$ cat src/rtl/mdu_req_ctrl_if.sv
// Pipeline-side and MDU-side signals of the MDU request controller.
// With MDU_DIV0_TRAP_EN defined, the divide-by-zero pulse div0 is added.
interface mdu_req_ctrl_if;
    logic        in_valid;
    logic [3:0]  in_op;
    logic [31:0] in_a;
    logic [31:0] in_b;
    logic        stall;
    logic        rd_valid;
    logic [31:0] rd_data;
    logic        err;
    logic        mdu_start;
    logic [3:0]  mdu_op;
    logic [31:0] mdu_a;
    logic [31:0] mdu_b;
    logic        mdu_busy;
    logic [31:0] mdu_hi;
    logic [31:0] mdu_lo;
`ifdef MDU_DIV0_TRAP_EN
    logic        div0;

    modport slave (
        input  in_valid, in_op, in_a, in_b, mdu_busy, mdu_hi, mdu_lo,
        output stall, rd_valid, rd_data, err, mdu_start, mdu_op, mdu_a, mdu_b, div0
    );
    modport master (
        output in_valid, in_op, in_a, in_b, mdu_busy, mdu_hi, mdu_lo,
        input  stall, rd_valid, rd_data, err, mdu_start, mdu_op, mdu_a, mdu_b, div0
    );
`else
    modport slave (
        input  in_valid, in_op, in_a, in_b, mdu_busy, mdu_hi, mdu_lo,
        output stall, rd_valid, rd_data, err, mdu_start, mdu_op, mdu_a, mdu_b
    );
    modport master (
        output in_valid, in_op, in_a, in_b, mdu_busy, mdu_hi, mdu_lo,
        input  stall, rd_valid, rd_data, err, mdu_start, mdu_op, mdu_a, mdu_b
    );
`endif
endinterface

$ cat src/rtl/mdu_req_ctrl.sv
// MDU request controller: one-entry request buffer, MDU issue FSM, HI/LO read-back and
// busy watchdog. Optional macro MDU_DIV0_TRAP_EN drops div/divu by zero and pulses div0.
module mdu_req_ctrl #(
    parameter int unsigned TIMEOUT = 31,
    parameter int unsigned CNT_W   = 5
) (
    input logic           clk_i,
    input logic           rst_ni,
    mdu_req_ctrl_if.slave bus
);

    typedef enum logic [1:0] {StIdle, StIssue, StArm, StWait} state_e;

    localparam logic [3:0] OpMult  = 4'd1;
    localparam logic [3:0] OpDiv   = 4'd2;
    localparam logic [3:0] OpMthi  = 4'd3;
    localparam logic [3:0] OpMtlo  = 4'd4;
    localparam logic [3:0] OpMultu = 4'd5;
    localparam logic [3:0] OpDivu  = 4'd6;
    localparam logic [3:0] OpMfhi  = 4'd7;
    localparam logic [3:0] OpMflo  = 4'd8;

    function automatic logic is_muldiv(input logic [3:0] op);
        return (op == OpMult) || (op == OpDiv) || (op == OpMultu) || (op == OpDivu);
    endfunction

    function automatic logic is_mt(input logic [3:0] op);
        return (op == OpMthi) || (op == OpMtlo);
    endfunction

    function automatic logic is_mf(input logic [3:0] op);
        return (op == OpMfhi) || (op == OpMflo);
    endfunction

    state_e           state_q, state_d;
    logic             req_vld_q, req_vld_d;
    logic [3:0]       req_op_q, req_op_d;
    logic [31:0]      req_a_q, req_a_d;
    logic [31:0]      req_b_q, req_b_d;
    logic             mdu_start_q, mdu_start_d;
    logic [3:0]       mdu_op_q, mdu_op_d;
    logic [31:0]      mdu_a_q, mdu_a_d;
    logic [31:0]      mdu_b_q, mdu_b_d;
    logic             rd_valid_q, rd_valid_d;
    logic [31:0]      rd_data_q, rd_data_d;
    logic             err_q, err_d;
    logic [CNT_W-1:0] wd_q, wd_d;
    logic [CNT_W-1:0] wd_inc;
    logic             issue_ok;
    logic             div0_hit;
    logic             wd_expired;

    assign issue_ok   = (state_q == StIdle) && req_vld_q && !bus.mdu_busy;
    assign wd_inc     = wd_q + CNT_W'(1);
    assign wd_expired = (wd_inc == CNT_W'(TIMEOUT));

`ifdef MDU_DIV0_TRAP_EN
    logic div0_q, div0_d;
    assign div0_hit = ((req_op_q == OpDiv) || (req_op_q == OpDivu)) && (req_b_q == '0);
    assign bus.div0 = div0_q;
`else
    assign div0_hit = 1'b0;
`endif

    // FSM state register
    always_ff @(posedge clk_i or negedge rst_ni) begin
        if (!rst_ni) begin
            state_q <= StIdle;
        end else begin
            state_q <= state_d;
        end
    end

    // FSM next state
    always_comb begin
        state_d = state_q;
        unique case (state_q)
            StIdle: begin
                if (issue_ok && !div0_hit && (is_muldiv(req_op_q) || is_mt(req_op_q))) begin
                    state_d = StIssue;
                end
            end
            // mdu_op still holds the issued op during ISSUE
            StIssue: state_d = is_mt(mdu_op_q) ? StIdle : StArm;
            StArm:   state_d = StWait;
            StWait: begin
                if (!bus.mdu_busy || wd_expired) begin
                    state_d = StIdle;
                end
            end
            default: state_d = StIdle;
        endcase
    end

    // FSM outputs and datapath next state
    always_comb begin
        req_vld_d   = req_vld_q;
        req_op_d    = req_op_q;
        req_a_d     = req_a_q;
        req_b_d     = req_b_q;
        mdu_start_d = 1'b0;
        mdu_op_d    = mdu_op_q;
        mdu_a_d     = mdu_a_q;
        mdu_b_d     = mdu_b_q;
        rd_valid_d  = 1'b0;
        rd_data_d   = rd_data_q;
        err_d       = err_q;
        wd_d        = wd_q;
`ifdef MDU_DIV0_TRAP_EN
        div0_d      = 1'b0;
`endif

        // NOP codes are accepted but never enter the buffer
        if (bus.in_valid && !req_vld_q &&
            (is_muldiv(bus.in_op) || is_mt(bus.in_op) || is_mf(bus.in_op))) begin
            req_vld_d = 1'b1;
            req_op_d  = bus.in_op;
            req_a_d   = bus.in_a;
            req_b_d   = bus.in_b;
        end

        if (issue_ok) begin
            req_vld_d = 1'b0;
            if (div0_hit) begin
`ifdef MDU_DIV0_TRAP_EN
                div0_d = 1'b1;
`endif
            end else if (is_muldiv(req_op_q)) begin
                mdu_start_d = 1'b1;
                mdu_op_d    = req_op_q;
                mdu_a_d     = req_a_q;
                mdu_b_d     = req_b_q;
            end else if (is_mt(req_op_q)) begin
                mdu_op_d = req_op_q;
                mdu_a_d  = req_a_q;
            end else begin
                rd_valid_d = 1'b1;
                rd_data_d  = (req_op_q == OpMfhi) ? bus.mdu_hi : bus.mdu_lo;
            end
        end

        if (state_q == StIssue) begin
            mdu_op_d = 4'd0;
        end

        if (state_q == StWait) begin
            if (bus.mdu_busy && !wd_expired) begin
                wd_d = wd_inc;
            end else begin
                wd_d = '0;
                if (bus.mdu_busy) begin
                    err_d = 1'b1;
                end
            end
        end
    end

    always_ff @(posedge clk_i or negedge rst_ni) begin
        if (!rst_ni) begin
            req_vld_q   <= 1'b0;
            req_op_q    <= 4'd0;
            req_a_q     <= 32'd0;
            req_b_q     <= 32'd0;
            mdu_start_q <= 1'b0;
            mdu_op_q    <= 4'd0;
            mdu_a_q     <= 32'd0;
            mdu_b_q     <= 32'd0;
            rd_valid_q  <= 1'b0;
            rd_data_q   <= 32'd0;
            err_q       <= 1'b0;
            wd_q        <= '0;
`ifdef MDU_DIV0_TRAP_EN
            div0_q      <= 1'b0;
`endif
        end else begin
            req_vld_q   <= req_vld_d;
            req_op_q    <= req_op_d;
            req_a_q     <= req_a_d;
            req_b_q     <= req_b_d;
            mdu_start_q <= mdu_start_d;
            mdu_op_q    <= mdu_op_d;
            mdu_a_q     <= mdu_a_d;
            mdu_b_q     <= mdu_b_d;
            rd_valid_q  <= rd_valid_d;
            rd_data_q   <= rd_data_d;
            err_q       <= err_d;
            wd_q        <= wd_d;
`ifdef MDU_DIV0_TRAP_EN
            div0_q      <= div0_d;
`endif
        end
    end

    assign bus.stall     = req_vld_q;
    assign bus.rd_valid  = rd_valid_q;
    assign bus.rd_data   = rd_data_q;
    assign bus.err       = err_q;
    assign bus.mdu_start = mdu_start_q;
    assign bus.mdu_op    = mdu_op_q;
    assign bus.mdu_a     = mdu_a_q;
    assign bus.mdu_b     = mdu_b_q;

endmodule

$ cat src/flat_wrapper.sv
// flat-port wrapper written by rule: the top's interface ports become plain ports
module mdu_req_ctrl_flat 
#(
    parameter int unsigned TIMEOUT = 31,
    parameter int unsigned CNT_W   = 5
)
  (clk_i, rst_ni, bus_in_valid, bus_in_op, bus_in_a, bus_in_b, bus_mdu_busy, bus_mdu_hi, bus_mdu_lo, bus_stall, bus_rd_valid, bus_rd_data, bus_err, bus_mdu_start, bus_mdu_op, bus_mdu_a, bus_mdu_b);
  mdu_req_ctrl_if bus_i ();
  input logic clk_i;
  input logic rst_ni;
  input wire logic [$bits(bus_i.in_valid)-1:0] bus_in_valid;
  input wire logic [$bits(bus_i.in_op)-1:0] bus_in_op;
  input wire logic [$bits(bus_i.in_a)-1:0] bus_in_a;
  input wire logic [$bits(bus_i.in_b)-1:0] bus_in_b;
  input wire logic [$bits(bus_i.mdu_busy)-1:0] bus_mdu_busy;
  input wire logic [$bits(bus_i.mdu_hi)-1:0] bus_mdu_hi;
  input wire logic [$bits(bus_i.mdu_lo)-1:0] bus_mdu_lo;
  output wire logic [$bits(bus_i.stall)-1:0] bus_stall;
  output wire logic [$bits(bus_i.rd_valid)-1:0] bus_rd_valid;
  output wire logic [$bits(bus_i.rd_data)-1:0] bus_rd_data;
  output wire logic [$bits(bus_i.err)-1:0] bus_err;
  output wire logic [$bits(bus_i.mdu_start)-1:0] bus_mdu_start;
  output wire logic [$bits(bus_i.mdu_op)-1:0] bus_mdu_op;
  output wire logic [$bits(bus_i.mdu_a)-1:0] bus_mdu_a;
  output wire logic [$bits(bus_i.mdu_b)-1:0] bus_mdu_b;
  assign bus_i.in_valid = bus_in_valid;
  assign bus_i.in_op = bus_in_op;
  assign bus_i.in_a = bus_in_a;
  assign bus_i.in_b = bus_in_b;
  assign bus_i.mdu_busy = bus_mdu_busy;
  assign bus_i.mdu_hi = bus_mdu_hi;
  assign bus_i.mdu_lo = bus_mdu_lo;
  assign bus_stall = bus_i.stall;
  assign bus_rd_valid = bus_i.rd_valid;
  assign bus_rd_data = bus_i.rd_data;
  assign bus_err = bus_i.err;
  assign bus_mdu_start = bus_i.mdu_start;
  assign bus_mdu_op = bus_i.mdu_op;
  assign bus_mdu_a = bus_i.mdu_a;
  assign bus_mdu_b = bus_i.mdu_b;
  mdu_req_ctrl #(.TIMEOUT(TIMEOUT), .CNT_W(CNT_W)) u_core (.clk_i(clk_i), .rst_ni(rst_ni), .bus(bus_i));
endmodule
$ cat config.mk
export PLATFORM = sky130hd
export DESIGN_NAME = mdu_req_ctrl_flat
export DESIGN_NICKNAME = d
export VERILOG_FILES = /design/src/rtl/mdu_req_ctrl_if.sv /design/src/rtl/mdu_req_ctrl.sv /design/src/flat_wrapper.sv
export SDC_FILE = /design/constraint.sdc
export NUM_CORES = 1
export LEC_CHECK = 0
export BUFFER_PORTS_ARGS = -buffer_cell sky130_fd_sc_hd__buf_4
export CAP_MARGIN = 20
export CORE_ASPECT_RATIO = 0.5
export CORE_MARGIN = 2
export CORE_UTILIZATION = 54
export CTS_CLUSTER_SIZE = 14
export DETAILED_ROUTE_END_ITERATION = 8
export GPL_TIMING_DRIVEN = 0
export PLACE_DENSITY = 0.94
export REMOVE_ABC_BUFFERS = 1
export SETUP_SLACK_MARGIN = 0.3
export SLEW_MARGIN = 15
export SYNTH_ARGS = -nofsm -noshare
export SYNTH_HDL_FRONTEND = slang
export SYNTH_SLANG_ARGS = --single-unit
$ cat constraint.sdc
create_clock -name clk_i -period 4.4 [get_ports clk_i]
set_input_delay 1.1 -clock clk_i [delete_from_list [all_inputs] [get_ports clk_i]]
set_output_delay 1.1 -clock clk_i [all_outputs]
set_load 0.03 [all_outputs]
==> results of run 1 <==
## power breakdown
group / internal [mW] / leakage, nW / switching, mW
combinational: 1.27 / 2.46 / 1.54
sequential: 2.39 / 2.23 / 0.486
clock: 0.763 / 0.275 / 0.669
total: 4.43 / 4.96 / 2.69
## Yosys cell counts, types with 2 or more instances
library cell / count
dfrtp_1: 179
mux2_2: 131
nand2_1: 38
mux2i_1: 35
o21ai_0: 35
clkbuf_1: 15
a21oi_1: 8
nor2_1: 8
buf_2: 4
buf_6: 4
inv_1: 4
nand3_1: 4
nor3_1: 4
buf_1: 3
nor3b_1: 3
o31ai_1: 3
a2bb2oi_1: 2
ha_1: 2
## tightest hold or removal path, stage by stage (launching register included)
cell and delay, ns:
dfrtp_1 0.34, nand2_1 0.05, o21ai_0 0.06
## worst min path at each step
stage                        endpoint  slack (ns)  depth (start not counted)
6_report       u_core.bus.rd_data[20]        0.48                          2
5_1_grt           u_core.bus.mdu_a[9]        0.51                          1
4_1_cts                u_core.bus.err        0.48                          2
3_5_place_dp           u_core.bus.err        0.46                          2
3_3_place_gp           u_core.bus.err        0.46                          2
2_1_floorplan    u_core.bus.mdu_a[30]        0.46                          1
## metrics by stage
stage          TNS (ns)  power (mW)  worst slack, ns  hold slack, ns
2_1_floorplan   -192.25        4.55            -2.79           0.460
3_3_place_gp    -439.14        5.52            -5.79           0.461
3_5_place_dp          0        5.71            0.995           0.460
4_1_cts               0        7.17             1.42           0.484
5_1_grt               0        7.48             1.35           0.507
6_report              0        7.12             1.44           0.481
## area by class of cell
| cell class | instances | area (sq um) |
|---|---|---|
| sequential | 179 | 4480 |
| clock inverter | 13 | 116 |
| clock buffer | 19 | 443 |
| timing repair buffer | 256 | 2010 |
| tap | 170 | 213 |
| inverter | 4 | 15.0 |
| multi-input combinational | 294 | 2560 |
| fill | 804 | 2980 |
## kinds of logic (layout without fill, tap and decap cells)
logic type,after synthesis,after routing,share of synthesized area (%)
compound gates,56,56,4.51
xor+xnor,2,2,0.245
fa+ha+maj,2,2,0.349
buf+inv,30,292,2.06
flops,179,179,62.6
mux,167,167,25.7
simple gates,67,67,4.61
## cell usage in the layout (no fill, tap or decap), drive strengths merged, types with 4 or more instances in the layout
cell type / n
o21ai: 35
nand2: 38
dfrtp: 179
a21oi: 8
inv: 13
nand3: 4
buf: 256
mux2i: 35
mux2: 132
nor3: 5
clkbuf: 19
nor2: 8
## layer usage
metal,vias to the layer above,track usage (%)
li1,2292,-
met1,2466,28.9
met2,167,45.0
met3,42,5.27
met4,0,10.8
met5,-,0
## state kept, by name, indices dropped and copies added (netlist names), named ones only
| signal | count |
|---|---|
| u_core.bus.mdu_a | 32 |
| u_core.bus.mdu_b | 32 |
| u_core.bus.rd_data | 32 |
| u_core.req_a_q | 32 |
| u_core.req_b_q | 32 |
| u_core.wd_q | 5 |
| u_core.bus.mdu_op | 4 |
| u_core.req_op_q | 4 |
| u_core.bus.err | 1 |
| u_core.bus.mdu_start | 1 |
| u_core.bus.rd_valid | 1 |
| u_core.bus.stall | 1 |
| u_core.state_q | 1 |
==> flow_summary.yaml, run 1 <==
route:
  dr.pass1.iters: 5
  wl_per_cell_um: 18.0
  topRoutingLayerUsed: "met4"
  wl_met1_um: 6620
  met2_length_um: 9010
  drt_iter0_drc: 340
  wl_um: 16900
  antenna_left: 0
  via_count: 4967
  drt-vias-per-instance: 5.31
  met3WireLength_um: 753
  drc: 0
floorplan:
  die_h_um: 85.4
  die_x_um: 167
  rows: 29
  num_io_pins: 240
  coreArea_sq_mm: 0.0128
  start_util_pct: 55.9
  die_area_sq_mm: 0.0143
critical_path:
  worstSetupStartpointType: "input port"
  crit_end: "u_core.req_b_q[28]"
  r2r-end: "u_core.bus.mdu_a[12]"
  cpMaxStageDelayCell: "nor3b_2"
  r2r_slack_ns: 1.74
  critPathKind: "in -> reg"
  crit_required_ns: 4.69
  crit_arrival_ns: 3.25
  slowest_delay_ns: 0.65
  critPathLaunch: "bus_in_op[0]"
  crit_family: "simple AND/OR/NAND/NOR gates"
  crit_buf_inv: 4
  end_kind: "register"
  crit_cells: 8
  crit_path_frequent_cell: "buf_4"
  cp_cell_sequence: "buf_4 -> nor3_1 -> xor2_1 -> nor3b_2 -> buf_6 -> buf_4 -> buf_4 -> mux2_2"
  rr_worst_depth: 4
  critPathMaxFanout: 11
timing:
  period_share_pct: 67.2
  setup_viol: 0
  tightest_slew_ns: 0.861
  worst_clock_skew_ns: 0.00930
  final_hold_viol_count: 0
  relSlewSlack_pct: 42.2
  finalCriticalPeriod_ns: 2.96
  rsz0062_at_grt: "no"
  max_freq_ghz: 0.338
  slew_violations: 0
placement:
  place.gp.congestion: 0.822
  dp_hpwl_um: 12300
  place_area_sq_mm: 0.00927
  dp_cells: 903
  portBuffers: 239
logic_synthesis:
  syn-mean-instance-area_sq_um: 14.2
  synth_area_leaders: "dfrtp_1 63%, mux2_2 21%, mux2i_1 4.9%"
  mappedNetlistArea_sq_mm: 0.00716
  postSynth.asyncResetShare_pct: 100
  yosysSeqAreaShare_pct: 62.6
  yosys.cell_types.count: 39
  synth_edf_count: 0
  yosys.area.top_type_share_pct: 62.6
  yosys_warnings: 0
  yosys.area.top_type: "dfrtp_1"
  synth_ff_type: "dfrtp_1"
  syn_inst: 503
  yosys_register_bits: 179
cts:
  cts-root-buf: "clkbuf_16"
  clk-insertion-delay-late_ns: 0.41
  cts_tree: "built"
  ctsResizeCount: 0
  clkSlewWorstSetupHoldPaths_ns: 0.07
  cts.sinks: 179
  clk_path_buf_depth: 2
  post_cts_buffers: 0
  cts_htree_levels: 4
  cts_made_buffers: 17
  ctsHoldBuffers: 0
global_routing:
  grt_pass1_vias: 5525
  grt_pass1_wl_um: 27800
  grt_max_degree: 109
  grt_usage_pct: 24.8
  antenna_found_initial: 0
  grt_overflow: 0
power_and_ir_drop:
  peakVddDrop_mv: 0.389
  leakage_nw: 4.96
  p_per_area_mw_per_mm2: 724
finish:
  nets: 890
  fin_area_sq_mm: 0.00983
  diodes: 0
  finalNonFillerCells: 935
  drive_gt1_share_pct: 55.4
  syn2layout_area_growth_pct: 37.3
  fin_util_pct: 76.7
flow_run:
  maxCapViolCount: 0
status:
  run_status: "complete, no violations"
worst_hold_path:
  min_from: "u_core.bus.rd_data[20]"
  hp-class: "reg -> reg"
Note: power is estimated with default switching activity, not from simulation.
==> run 2: changes to the inputs <==
--- a/config.mk
+++ b/config.mk
@@ -9,11 +9,11 @@
 export CAP_MARGIN = 20
 export CORE_ASPECT_RATIO = 0.5
 export CORE_MARGIN = 2
-export CORE_UTILIZATION = 54
+export CORE_UTILIZATION = 45
 export CTS_CLUSTER_SIZE = 14
 export DETAILED_ROUTE_END_ITERATION = 8
 export GPL_TIMING_DRIVEN = 0
-export PLACE_DENSITY = 0.94
+export PLACE_DENSITY = 0.84
 export REMOVE_ABC_BUFFERS = 1
 export SETUP_SLACK_MARGIN = 0.3
 export SLEW_MARGIN = 15
==> constraint.sdc (replaced) <==
create_clock -name clk_i -period 2.4 [get_ports clk_i]
set_input_delay 0.6 -clock clk_i [delete_from_list [all_inputs] [get_ports clk_i]]
set_output_delay 0.6 -clock clk_i [all_outputs]
set_load 0.03 [all_outputs]
==> flow_summary.yaml, run 2 (synthesis gave the netlist of run 1 again) <==
critical_path:
  crit_buf_inv: 2
  cpMaxStageDelayCell: "or4b_4"
  crit_arrival_ns: 2.41
  r2r_slack_ns: 0.29
  worstSetupStartpointType: "register"
  critPathKind: "reg -> reg"
  slowest_delay_ns: 0.57
  crit_required_ns: 2.70
  crit_cells: 5
  rr_worst_depth: 5
  end_kind: "register"
  crit_family: "simple AND/OR/NAND/NOR gates"
  r2r-end: "u_core.bus.mdu_a[26]"
  cp_cell_sequence: "or4b_4 -> nor4_4 -> buf_4 -> buf_6 -> mux2_2"
  r2r_start: "u_core.state_q[0]"
  critPathMaxFanout: 7
cts:
  cts_tree: "built"
  ctsHoldBuffers: 0
  clk-insertion-delay-late_ns: 0.43
  clkSlewWorstSetupHoldPaths_ns: 0.08
  cts_htree_levels: 4
  cts-root-buf: "clkbuf_16"
  cts_made_buffers: 17
  clk_path_buf_depth: 2
  cts.sinks: 179
floorplan:
  start_util_pct: 46.2
  die_h_um: 93.2
  num_io_pins: 240
  die_x_um: 182
  coreArea_sq_mm: 0.0155
  die_area_sq_mm: 0.0170
  rows: 32
finish:
  syn2layout_area_growth_pct: 40.4
  nets: 902
  fillers: 1115
  seq_area_sq_mm: 0.00448
  diodes: 0
  fin_util_pct: 64.9
  final_common_cell: "buf_4"
  drive_gt1_share_pct: 56.7
  multi_input_area_sq_mm: 0.00260
  final_cell_mix: "254 x buf_4, 176 x dfrtp_1, 123 x mux2_2"
  finalNonFillerCells: 980
placement:
  pre_cts_ws_ns: -0.494
  dp_cells: 937
  dp_hpwl_um: 11800
  place.gp.congestion: 0.774
  portBuffers: 239
timing:
  hold_slack_ns: 0.243
  slew_violations: 0
  setup_viol: 0
  rsz0062_at_grt: "yes"
  period_share_pct: 87.8
  finalCriticalPeriod_ns: 2.11
  fin_ws_ns: 0.294
  final_hold_viol_count: 0
  max_freq_ghz: 0.475
  tightest_slew_ns: 0.822
  worst_clock_skew_ns: 0.0156
  relSlewSlack_pct: 45.2
power_and_ir_drop:
  leakage_nw: 5.06
  p_sw_mw: 4.97
  p_per_area_mw_per_mm2: 1320
  seq_power_share_pct: 39.5
  p_int_mw: 8.27
  pwr-share-clk_pct: 20.6
  swShare_pct: 37.5
  peakVddDrop_mv: 0.647
  finalPower_mw: 13.2
  p_comb_share_pct: 39.9
global_routing:
  grt_max_degree: 113
  antenna_found_initial: 0
  grt_usage_pct: 19.9
  grt_pass1_wl_um: 26500
  grt_overflow: 0
  grt_pass1_vias: 5186
status:
  run_status: "complete, no violations"
route:
  wl_per_cell_um: 17.2
  dr.pass1.iters: 4
  drt_iter0_drc: 202
  via_count: 4989
  antenna_left: 0
  drt-vias-per-instance: 5.09
  drc: 0
  wl_um: 16800
worst_hold_path:
  hp-class: "in -> async"
flow_run:
  maxCapViolCount: 0
-- run 2: changes by cell type in the layout (fill, tap and decap cells not counted), moves of 3 or more --
cell	change
dfrtp_2	+3
inv_6	-3
dfrtp_1	-3
mux2_2	-8
buf_4	+11
mux2_4	+8
-- run 2: power groups by stage --
stage	Combinational, mW	Sequential (mW)	Clock, mW
floorplan	1.80	6.54	0
global placement	4.99	5.15	0
detailed placement	5.15	5.26	0
CTS	5.25	5.20	2.81
global route	5.61	5.41	2.95
finish	5.28	5.23	2.73
-- run 2: timing repair --
action                                  in CTS  in global routing
endpoints found under the setup margin     125                 37
pin swaps                                    3                  0
resized for setup                            3                 15
buffers inserted                            10                  2
-- run 2: area by class of cell --
cell class	instances	share of cell area [%]
multi-input combinational	294	25.9
timing repair buffer	268	21.1
inverter	4	0.149
clock inverter	14	1.48
tap	204	2.54
sequential	179	44.6
clock buffer	17	4.23
-- run 2: worst max path at each step --
stage	from	slack (ns)	end
finish	u_core.state_q[0]	0.29	u_core.bus.mdu_a[26]
global route	u_core.state_q[0]	0.23	u_core.bus.mdu_a[26]
CTS	u_core.state_q[0]	0.31	u_core.bus.mdu_a[26]
detailed placement	bus_in_op[0]	-0.49	u_core.req_a_q[24]
global placement	bus_in_op[0]	-7.60	u_core.req_a_q[24]
floorplan	bus_in_op[0]	-4.29	u_core.req_a_q[0]
-- run 2: layer usage --
metal	track usage (%)	routed length, um	vias up
met4	8.80	448	0
met5	0	0	-
met3	4.05	681	37
met1	23.8	6690	2492
met2	35.4	9020	148
li1	-	-	2312
-- run 2: per-stage QoR --
| stage | instance area, sq um | TNS, ns |
|---|---|---|
| after floorplan | 7030 | -399.66 |
| after global placement | 9080 | -774.64 |
| after detailed placement | 9320 | -29.05 |
| after CTS | 9980 | 0 |
| after global routing | 10100 | 0 |
| final | 10100 | 0 |
